[config.mk]
export PLATFORM = sky130hd
export DESIGN_NAME = gf2_poly_div_128
export DESIGN_NICKNAME = d
export VERILOG_FILES = /design/src/rtl/gf2_poly_div_128.sv
export SDC_FILE = /design/constraint.sdc
export NUM_CORES = 1
export LEC_CHECK = 0
export ABC_AREA = 0
export CORE_MARGIN = 3
export CORE_UTILIZATION = 35
export DETAILED_ROUTE_END_ITERATION = 12
export SLEW_MARGIN = 20
export SYNTH_ARGS = -nofsm -noshare
export SYNTH_HDL_FRONTEND = slang
export SYNTH_SLANG_ARGS = --single-unit
[constraint.sdc]
create_clock -name clk -period 5.5 [get_ports clk]
set_input_delay 1.1 -clock clk [delete_from_list [all_inputs] [get_ports clk]]
set_output_delay 1.1 -clock clk [all_outputs]
set_load 0.1 [all_outputs]
[src/rtl/gf2_poly_div_128.sv]
`default_nettype none
// +---------------------------------------------------------------------------+
// | Module      : gf2_poly_div_128                                            |
// | Description : Sequential GF(2)[x] polynomial divider, 128-bit dividend by |
// |               64-bit divisor. One dividend bit is shifted in per cycle.   |
// |               Macro GF2_DIV_QUOT_EN builds the quotient register; without |
// |               it the block only reduces (quotient reads as zero).         |
// | Revision    : 1.0  initial release                                        |
// +---------------------------------------------------------------------------+
module gf2_poly_div_128 (
  input  logic         clk,
  input  logic         rst_n,
  input  logic         in_valid,
  output logic         in_ready,
  input  logic [127:0] dividend,
  input  logic [63:0]  divisor,
  output logic         out_valid,
  input  logic         out_ready,
  output logic [127:0] quotient,
  output logic [63:0]  remainder,
  output logic         div_zero
);

  typedef enum logic [1:0] {
    IDLE = 2'd0,
    BUSY = 2'd1,
    DONE = 2'd2
  } state_t;

  state_t        state_q, state_d;
  logic [127:0]  a_q, a_d;
  logic [63:0]   b_q, b_d;
  logic [5:0]    degb_q, degb_d;
  logic [6:0]    cnt_q, cnt_d;
  logic [63:0]   rem_q, rem_d;
  logic          dz_q, dz_d;

  logic [5:0]    degb_w;
  logic [63:0]   t_w;
  logic          qbit_w;
  logic          accept_w;

  // Degree of the incoming divisor: index of its highest set bit.
  always_comb begin
    degb_w = 6'd0;
    for (int i = 0; i < 64; i++) begin
      if (divisor[i]) degb_w = i[5:0];
    end
  end

  assign accept_w = in_valid && (state_q == IDLE);
  // Shift the next dividend bit into the partial remainder; its top bit
  // (at the divisor degree) decides whether the divisor is subtracted.
  assign t_w      = {rem_q[62:0], a_q[cnt_q]};
  assign qbit_w   = t_w[degb_q];

  // Next-state, handshake outputs and remainder datapath.
  always_comb begin
    state_d   = state_q;
    a_d       = a_q;
    b_d       = b_q;
    degb_d    = degb_q;
    cnt_d     = cnt_q;
    rem_d     = rem_q;
    dz_d      = dz_q;
    in_ready  = 1'b0;
    out_valid = 1'b0;
    case (state_q)
      IDLE: begin
        in_ready = 1'b1;
        if (in_valid) begin
          a_d    = dividend;
          b_d    = divisor;
          degb_d = degb_w;
          rem_d  = 64'd0;
          cnt_d  = 7'd127;
          if (divisor == 64'd0) begin
            dz_d    = 1'b1;
            state_d = DONE;
          end else begin
            dz_d    = 1'b0;
            state_d = BUSY;
          end
        end
      end
      BUSY: begin
        rem_d = qbit_w ? (t_w ^ b_q) : t_w;
        cnt_d = cnt_q - 7'd1;
        if (cnt_q == 7'd0) state_d = DONE;
      end
      DONE: begin
        out_valid = 1'b1;
        if (out_ready) state_d = IDLE;
      end
      default: state_d = IDLE;
    endcase
  end

  // State and datapath registers; reset aborts any operation in flight.
  always_ff @(posedge clk or negedge rst_n) begin
    if (!rst_n) begin
      state_q <= IDLE;
      a_q     <= 128'd0;
      b_q     <= 64'd0;
      degb_q  <= 6'd0;
      cnt_q   <= 7'd0;
      rem_q   <= 64'd0;
      dz_q    <= 1'b0;
    end else begin
      state_q <= state_d;
      a_q     <= a_d;
      b_q     <= b_d;
      degb_q  <= degb_d;
      cnt_q   <= cnt_d;
      rem_q   <= rem_d;
      dz_q    <= dz_d;
    end
  end

`ifdef GF2_DIV_QUOT_EN
  logic [127:0] quo_q, quo_d;

  // Quotient collects one decision bit per step, MSB first.
  always_comb begin
    quo_d = quo_q;
    if (accept_w)              quo_d = 128'd0;
    else if (state_q == BUSY)  quo_d = {quo_q[126:0], qbit_w};
  end

  // Quotient shift register.
  always_ff @(posedge clk or negedge rst_n) begin
    if (!rst_n) quo_q <= 128'd0;
    else        quo_q <= quo_d;
  end

  assign quotient = quo_q;
`else
  assign quotient = 128'd0;
`endif

  assign remainder = rem_q;
  assign div_zero  = dz_q;

endmodule
`default_nettype wire

==> results.md <==
- Status: completed
- Reg clk slew, reported paths: 0.06 ns
- GRT Total Usage: 0.186
- Cell taking the most area after synthesis: dfrtp_1
- Syn Inst Count: about 1600
- Max Cap Viol: 0
- Synthesized area per cell: 9.01 um2
- CTS Buf Count: 30
- Crit path time final: 3.96 ns
- RSZ-0062 raised after global routing: false
- Antenna Cells: 0
- Die Area: 44800 um2
- Ys flop type: dfrtp_1
- Die Height: 212 um
- Area occupied by multi-input gates: 6940 um2
- Clk_lat worst skew: 0.56 ns
- CP Capture Type: flop
- ANT nets after route: 0
- Vias in the first global route: 11800
- CP arrival: approximately 4.4 ns
- Top Usage Layer GRT: met2
- Met3 Use GR: 0.0301
- Hold Crit Class: flop to flop
- FF-to-FF setup slack: ~1.5 ns
- GR Overflow Total: 0
- Wire per inst: between 15 and 20 um
- Internal power: 6690 uW
- Clock tree root buffer cell: clkbuf_16
- Largest net degree at the start of global routing: 139
- Met1 Use GR: 0.260
- Power per cell area: 696 nW/um2
- Combinational group share of total power: 0.522
- Total leakage power: 0.00839 uW
- Reg2Reg Depth: 10
- Sequential power share: 0.313
- Post-DP HPWL: between 30000 and 40000 um
- Post-route setup TNS: 0 ns
- Reg-to-reg critical path endpoint: remainder[28]
- Register area share after synthesis: 0.460
- Top cells by area, synth: dfrtp_1 46%, nand2_1 16%, buf_4 6.7%
- First-pass GRT wire length: 66200 um
- Clock power frac: 0.165
- DR iter-0 viols: 636
- H-tree levels: 1
- Critical Path End: remainder[28]
- Gpl congestion: 0.810
- Syn. warnings: 0
- VDD IR-drop max: 356 uV
- #FFs+latches synth: 272
- Remaining DRCs: 0
- Cts-stage hold buffer count: 0
- Via density: 4.85
- Mapped Area: ~15000 um2
- Switching Fraction: 0.474
- CTS resizes: 0
- Die width: 212 um
- GRT met2 Usage: 0.302
- Final Skew: 0.0113 ns
- FFs w/ async S/R, synth: 1.00
- # rows: 74
- Filler cells: slightly above 4000
- Worst Tran Pin Value: 1.09 ns
- Layout Nets: 2057
- # IOs: between 300 and 400
- Clock tree buffer depth: 3
- Post-synth EDFFs: 0
- Vias: 11700
- Sw Pwr: 6040 uW
- Layout cells sized above 1: 0.0871
- Postcts setup bufs: 0
- Max Fclk: 253 MHz
- Total power: 12700 uW
- Worst EP required: 5.97 ns
- Worst setup SP type: flop
- Seq. cell area: approximately 6800 um2
- Library cells used by synthesis: 58
- # port buffers: 262
- DRT Pass-1 Iters: 5
- Share of the synthesized area in the top cell type: 0.460
- WL final: around 43000 um
- Final setup fails: 0
- # clock sinks: 272
- Initial antenna violation count: 1
- Final Hold Viols: 0
- Final Cycle Share: 0.719
- Initial Utilization: 0.358
- Crit path launch: cnt_q[0]
- Setup CP Type: flop to flop
- Core area: 41300 um2
- Slew Limit Fails: 0
- Worst slew margin: 0.270
- Max FO, Critical Path: 48
- CTS tree: done
- FF-to-FF Start: cnt_q[0]
- Synth-to-Final Area Change: 23.6%
[logic make-up (layout without fill, tap and decap cells)]
logic type,Yosys count,count (layout),synth area share
other,1,128,0.000253
adders and majority gates,2,2,0.00169
buffers and inverters,237,351,0.105
AOI/OAI and AO/OA,174,174,0.0858
and+or+nand+nor,815,815,0.228
DFF,272,272,0.460
xor gates and xnor gates,64,64,0.0379
muxes,77,77,0.0824
[sequential cells by signal, indices dropped and copies added (netlist names)]
name	count
a_q	128
b_q	64
cnt_q	7
degb_q	6
div_zero	1
remainder	64
state_q	2
[cell usage in the layout, fill, tap and decap left out, types with 3 or more instances in the layout]
master and instances:
clkbuf_8 4, clkinv_2 8, nor3b_1 3, nor2_1 43
nand3_1 11, bufinv_16 4, xnor2_1 64, a22oi_1 16
a21oi_1 23, dfrtp_1 271, nor4_1 16, mux4_2 24
clkdlybuf4s50_1 261, nand2_1 642, mux4_1 9, a31oi_1 7
o31ai_1 6, conb_1 128, o21ai_0 33, o211ai_1 3
a41oi_1 3, inv_1 16, nand4_1 4, mux2i_1 42
nor2b_1 4, nand2_2 61, a211oi_1 4, clkbuf_16 31
o2bb2ai_1 63, nor3_1 14, buf_4 15, clkbuf_1 7
[Yosys cell counts, types with 14 or more instances]
| cell type | number |
|---|---|
| o21ai_0 | 33 |
| a22oi_1 | 16 |
| o2bb2ai_1 | 63 |
| dfrtp_1 | 272 |
| clkbuf_1 | 67 |
| mux4_2 | 24 |
| nor2_1 | 44 |
| mux2i_1 | 42 |
| xnor2_1 | 64 |
| inv_1 | 16 |
| nor4_1 | 16 |
| buf_4 | 133 |
| nand2_2 | 61 |
| a21oi_1 | 23 |
| nor3_1 | 14 |
| nand2_1 | 643 |
[per-layer routing]
metal | vias to the layer above | routed length, um
met1 | 5665 | 19100
li1 | 5599 | -
met2 | 394 | 19800
met5 | - | 0
met3 | 60 | 2570
met4 | 0 | 1250
[stage by stage]
step                      instances  setup WS (ns)  utilization  area, um2  hold slack (ns)
final                          2415           1.54        0.443      18300            0.471
after global routing           2415           1.21        0.443      18300            0.489
after CTS                      2415           1.43        0.443      18300            0.476
after detailed placement       2359           1.45        0.418      17300            0.461
after global placement         2359           1.46        0.418      17300            0.455
after floorplan                1769           2.52            -      15300            0.440
[final cells by class]
type                       count  share of cell area
clock buffer                  42              0.0469
clock inverter                14             0.00958
timing repair buffer         279               0.152
tap                          532              0.0364
inverter                      16             0.00328
sequential                   272               0.372
multi-input combinational   1260               0.380
[power by group through the flow]
stage | combinational [uW] | clock, uW | sequential, uW
after floorplan | 3920 | 0 | 5330
after CTS | 6720 | 2160 | 4000
final | 6640 | 2100 | 3980
after global placement | 6600 | 0 | 4000
after detailed placement | 6700 | 0 | 4030
after global routing | 7140 | 2230 | 4130
[worst min path at each step]
stage	cells past startpoint	start	to	slack [ns]
floorplan	2	a_q[100]	a_q[100]	0.44
global placement	2	a_q[58]	a_q[58]	0.45
detailed placement	2	a_q[100]	a_q[100]	0.46
CTS	2	a_q[100]	a_q[100]	0.48
global route	2	a_q[99]	a_q[99]	0.49
finish	2	a_q[100]	a_q[100]	0.47
[critical path: stages, from the launching register on]
cell and delay (ns):
dfrtp_1 0.92, nor2b_1 0.84, a22oi_1 0.28, nand3_1 0.17, a41oi_1 0.26, a311oi_2 0.39, a21oi_4 0.10, buf_4 0.36
nand2_2 0.19, xnor2_1 0.14, o2bb2ai_1 0.13
(Power assumes the default switching activity.)
==> patch 1, RTL diff (config.mk and constraints unchanged) <==
Register the input `divisor` before use, without a reset. The logic sees it one clock later. The other inputs are not delayed to match. Comments in the files are not updated.
--- a/src/rtl/gf2_poly_div_128.sv
+++ b/src/rtl/gf2_poly_div_128.sv
@@ -28,4 +28,10 @@
   } state_t;
 
+  logic [63:0] divisor_q;
+
+  always_ff @(posedge clk) begin
+    divisor_q <= divisor;
+  end
+
   state_t        state_q, state_d;
   logic [127:0]  a_q, a_d;
@@ -45,5 +51,5 @@
     degb_w = 6'd0;
     for (int i = 0; i < 64; i++) begin
-      if (divisor[i]) degb_w = i[5:0];
+      if (divisor_q[i]) degb_w = i[5:0];
     end
   end
@@ -71,9 +77,9 @@
         if (in_valid) begin
           a_d    = dividend;
-          b_d    = divisor;
+          b_d    = divisor_q;
           degb_d = degb_w;
           rem_d  = 64'd0;
           cnt_d  = 7'd127;
-          if (divisor == 64'd0) begin
+          if (divisor_q == 64'd0) begin
             dz_d    = 1'b1;
             state_d = DONE;
Formal check against the unedited RTL: not equivalent (a bounded check fails within 4 cycles, from zero or initial values and one cycle with rst_n low).
==> patch 1 against the unedited design <==
  * Die area is 11% higher
  * Power increased by 9.7%
  * Setup slack worse by 0.16 ns
  * Global-route usage grew 0.25 points
  * Wire length increased by 12%
  * Sequential cell count increased by 64
  * Area after synthesis up 11%
  * Cell count is 8.7% higher
  * Cell area grew 11%
  * Largest cell class is now flip-flops and latches
==> patch 1: results (changes against the unedited design) <==
worst_setup_path:
  startpoint_class: "flip-flop"
  crit_arrival_ns: 4.55  # +0.12 ns
  timing.reg2reg.setup_slack_ns: 1.38  # -0.16 ns
  timing.critical_path.fanout_max: 128  # +170%
  r2r_cells: 11  # +1
finish:
  nets: 2193  # +6.6%
  fillerInstances: 4473  # +11%
  fraction_of_layout_cells_with_a_size_suffix_above_1_pct: 6.08  # -2.6 points
hold_path:
  timing.hold.worst_path_depth: 2  # unchanged
  hold_path.class: "reg2reg"
global_route:
  grt_pass1_wl_um: 75200  # +14%
  largest_net_degree_at_the_start_of_global_routing: 156  # +12%
  groute.usage.overall_pct: 18.8  # +0.25 points
  grt_pass1_vias: 13200  # +12%
logic_synthesis:
  synth_compound_gate_area_share_pct: 9.76  # +1.2 points
  synth-seq-area-share_pct: 49.3  # +3.3 points
  synth_cell_type_count: 50  # -14%
  ys_top_cells_by_count: "642 x sky130_fd_sc_hd__nand2_1, 272 x sky130_fd_sc_hd__dfrtp_1, 135 x sky130_fd_sc_hd__buf_4, 79 x sky130_fd_sc_hd__clkbuf_1, 73 x sky130_fd_sc_hd__a31oi_1"
  synth_area_leaders: "sky130_fd_sc_hd__dfrtp_1 41%, sky130_fd_sc_hd__nand2_1 15%, sky130_fd_sc_hd__dfxtp_1 7.8%"
  xor_and_xnor_area_share_after_synthesis_pct: 0  # -3.8 points
  synth.yosys.warnings: 0  # unchanged
  yosys.area_share.adder_pct: 0.153  # -0.017 points
  synth.mux.area_fraction_pct: 7.09  # -1.1 points
  ys_async_sr_fraction_pct: 81.0  # -19 points
clocking:
  cts_made_buffers: 39  # +30%
  htree_num_levels: 2  # +1
outcome:
  status: "finished clean"
power_and_ir_drop:
  ir_worst_vdd_v: 0.000730  # +110%
  p_leak_nw: 9.08  # +8.1%
route:
  routedWlPerCell_um: 18.3  # +3.4%
  avgViaCountPerCell: 5.10  # +5.1%
  detail_route.iter0.violations: 1198  # +88%
placed_design:
  hpwlAfterDp_um: 33600  # +10%
  gp_congestion: 0.858  # +5.9%
sta:
  slew-limit-headroom_pct: 21.8  # -5.2 points
  finalClockSkew_ns: 0.0223  # +0.0110 ns
## patch 1: power breakdown
group	total, mW	leakage, nW	switching (mW)	internal (mW)
combinational	6.74	4.63	4.46	2.28
clock	2.60	0.645	1.04	1.57
sequential	4.62	3.80	1.11	3.51
## patch 1: metal layers
| layer | track usage [%] | share of wire [%] |
|---|---|---|
| met5 | 0 | 0 |
| met4 | 5.25 | 2.2 |
| met3 | 3.53 | 5.9 |
| met2 | 30.8 | 48 |
| met1 | 25.5 | 44 |
## patch 1: cells by family after synthesis
logic type / Yosys count
muxes: 77
and+or+nand+nor: 872
AOI/OAI and AO/OA: 242
DFF: 336
other: 1
adders and majority gates: 2
buffers and inverters: 262
## patch 1: critical path, stage by stage (launching register included)
cell                        delay [ns]
sky130_fd_sc_hd__dfrtp_2          0.88
sky130_fd_sc_hd__buf_4            0.38
sky130_fd_sc_hd__mux4_2           0.53
sky130_fd_sc_hd__mux2_2           0.27
sky130_fd_sc_hd__a2bb2oi_1        0.16
sky130_fd_sc_hd__nand3_1          0.15
sky130_fd_sc_hd__nand2_1          0.08
sky130_fd_sc_hd__o31ai_1          0.53
sky130_fd_sc_hd__a21oi_4          0.12
sky130_fd_sc_hd__buf_12           0.22
sky130_fd_sc_hd__and3_1           0.34
sky130_fd_sc_hd__o31ai_2          0.17
## patch 1: worst paths after layout
| kind | endpoint | startpoint |
|---|---|---|
| max reg2reg | remainder[0] | cnt_q[1] |
| min | b_q[0] | divisor_q[0] |
| max in group asynchronous | a_q[48] | rst_n |
| max | remainder[0] | cnt_q[1] |
| min in group asynchronous | b_q[22] | rst_n |
| min reg2reg | b_q[0] | divisor_q[0] |
## patch 1: stage by stage
stage	std cells	worst slack (ns)	hold slack, ns	total power [mW]	instance area [um2]
3_3_place_gp	2554	1.47	0.437	11.2	19000
6_report	2624	1.38	0.442	14.0	20300
5_1_grt	2624	1.24	0.468	14.8	20300
2_1_floorplan	1919	2.58	0.413	9.70	16900
3_5_place_dp	2554	1.44	0.437	11.4	19000
4_1_cts	2624	1.46	0.448	14.1	20300
## patch 1: cell type report
cell class	instances	area share [%]
sequential	336	39.9
multi-input combinational	1321	35.9
timing repair buffer	278	13.8
clock buffer	57	5.75
tap	600	3.70
clock inverter	13	0.598
inverter	19	0.352
==> patch 2, RTL diff (same settings) <==
Made on the original files. Build with the macro `GF2_DIV_QUOT_EN` defined.
--- a/src/rtl/gf2_poly_div_128.sv
+++ b/src/rtl/gf2_poly_div_128.sv
@@ -8,4 +8,6 @@
 // | Revision    : 1.0  initial release                                        |
 // +---------------------------------------------------------------------------+
+`define GF2_DIV_QUOT_EN
+
 module gf2_poly_div_128 (
   input  logic         clk,
Formal check against the unedited RTL: not equivalent (a bounded check fails within 4 cycles, from zero or initial values and one cycle with rst_n low).
==> patch 2 against the unedited design <==
  * Area after synthesis is 27% higher
  * Synthesized cell count is 26% higher
  * Sequential share of layout area is 3.3 points higher
  * Die area is 26% higher
  * Power is 45% higher
  * Cell area is 35% higher
  * Core utilization is 2.5 points higher
  * Wire length is 34% higher
  * Setup slack worse by 0.076 ns
  * Largest power group unchanged
  * Sequential cell count is 128 higher
==> patch 2: results (changes against the unedited design) <==
clocking:
  clkSlewWorstSetupHoldPaths_ns: 0.06  # about the same
  ctsRootBufferMaster: "sky130_fd_sc_hd__clkbuf_16"
  clk_path_buf_depth: 3  # unchanged
  htree_num_levels: 2  # +1
  cts-resized-gates: 0  # unchanged
  clkSinkCount: 400  # +47%
  postCtsSetupBuffers: 0  # unchanged
  cts_made_buffers: 46  # +53%
  worst_skew_pair.late_latency_ns: 0.58  # +0.02 ns
worst_setup_path:
  critPathMaxStageDelay_ns: 1.27  # +0.35 ns
  crit_arrival_ns: 2.93  # -1.50 ns
  r2r_cells: 8  # -2
  worst_path_dominant_cell_family: "buffers and inverters"
  timing.rr.end: "remainder[63]"
  worst_setup_path_endpoint: "in_ready"
  cp_slowest_cell: "sky130_fd_sc_hd__clkdlybuf4s50_1"
  worst_r2r_startpoint: "cnt_q[0]"
  timing.reg2reg.setup_slack_ns: 1.56  # +0.02 ns
  critical_path_launch_point: "state_q[1]"
  timing.critical_path.fanout_max: 6  # -88%
hold_path:
  hold_path.class: "in2async"
route:
  wl_um: 57100  # +34%
  num_vias: 15700  # +34%
  drt-pass1-iter-count: 5  # unchanged
  detail_route.iter0.violations: 1241  # +95%
global_route:
  groute.usage.overall_pct: 19.9  # +1.3 points
  grt_pass1_wl_um: 89700  # +35%
  antenna_found_initial: 2  # +1
  grt_pass1_vias: 15500  # +32%
  largest_net_degree_at_the_start_of_global_routing: 258  # +86%
outcome:
  status: "finished clean"
logic_synthesis:
  yosys_most_used_dff: "sky130_fd_sc_hd__dfrtp_1"
  syn_nets: 2274
  synth-seq-area-share_pct: 53.3  # +7.3 points
  post_synth_top_area_share_pct: 53.3  # +7.3 points
  synth_cell_type_count: 48  # -17%
  synth.yosys.warnings: 0  # unchanged
  ys_top_cells_by_count: "839 x sky130_fd_sc_hd__nand2_1, 400 x sky130_fd_sc_hd__dfrtp_1, 202 x sky130_fd_sc_hd__nand3_1, 109 x sky130_fd_sc_hd__clkbuf_1, 63 x sky130_fd_sc_hd__xor2_1"
  ys_async_sr_fraction_pct: 100  # unchanged
  synth_area_leaders: "sky130_fd_sc_hd__dfrtp_1 53%, sky130_fd_sc_hd__nand2_1 17%, sky130_fd_sc_hd__nand3_1 5.4%"
sta:
  worst_pin_slew_ns: 1.12  # +0.0246 ns
  finalClockSkew_ns: 0.0247  # +0.0135 ns
placed_design:
  placed_cell_area_mm2: 0.0232  # +34%
  hpwlAfterDp_um: 38900  # +28%
  gp_congestion: 0.823  # +1.7%
  buffer_ports.inserted: 390  # +49%
power_and_ir_drop:
  p_leak_nw: 11.4  # +36%
  ir_worst_vdd_v: 0.000439  # +23%
finish:
  fraction_of_layout_cells_with_a_size_suffix_above_1_pct: 8.50  # -0.21 points
  nets: 2586  # +26%
## patch 2: worst min path at each step
stage / startpoint / end / slack (ns) / cells past startpoint
floorplan: a_q[106] / a_q[106] / 0.44 / 2
global placement: a_q[92] / a_q[92] / 0.45 / 2
detailed placement: a_q[89] / a_q[89] / 0.46 / 2
CTS: rst_n / quotient[100] / 0.45 / 1
global route: rst_n / quotient[100] / 0.45 / 1
finish: rst_n / quotient[100] / 0.45 / 1
## patch 2: cell families (layout without fill, tap and decap cells)
kind of cell / Yosys count / in the layout / share of synthesized area [%]
adder cells (fa/ha/maj): 2 / 2 / 0.133
AO/OA/AOI/OAI: 174 / 174 / 5.38
flip-flops: 400 / 400 / 53.3
other: 0 / 2 / 0
buffers and inverters: 162 / 510 / 3.70
AND/OR/NAND/NOR: 1207 / 1207 / 28.1
XOR/XNOR: 63 / 63 / 2.94
multiplexers: 68 / 68 / 6.38
## patch 2: cell type report
| type | count | area, um2 |
|---|---|---|
| timing repair buffer | 407 | 4140 |
| clock inverter | 19 | 194 |
| clock buffer | 65 | 1310 |
| inverter | 19 | 71.3 |
| sequential | 400 | 10000 |
| antenna | 2 | 5.00 |
| fill | 5046 | 28100 |
| tap | 688 | 861 |
| multi-input combinational | 1514 | 8120 |
## patch 2: where the power goes
group	internal [mW]	total, mW	switching, mW
logic	2.87	9.88	7.01
registers	4.28	5.54	1.27
clock network	1.81	3.07	1.26
total	8.96	18.5	9.54
## patch 2: routing by layer
metal / track usage [%] / share of wire (%) / wire [um]
met5: 0 / 0 / 0
met4: 6.78 / 3.0 / 1700
met3: 3.05 / 4.7 / 2660
met2: 32.0 / 48 / 27100
met1: 27.6 / 45 / 25600
## patch 2: metrics by stage
stage | instances | utilization [%] | setup WS [ns]
after floorplan | 2076 | - | 2.39
after global placement | 3027 | 43.8 | 1.60
after detailed placement | 3027 | 43.8 | 1.51
after CTS | 3111 | 46.7 | 1.51
after global routing | 3114 | 46.8 | 1.27
final | 3114 | 46.8 | 1.47
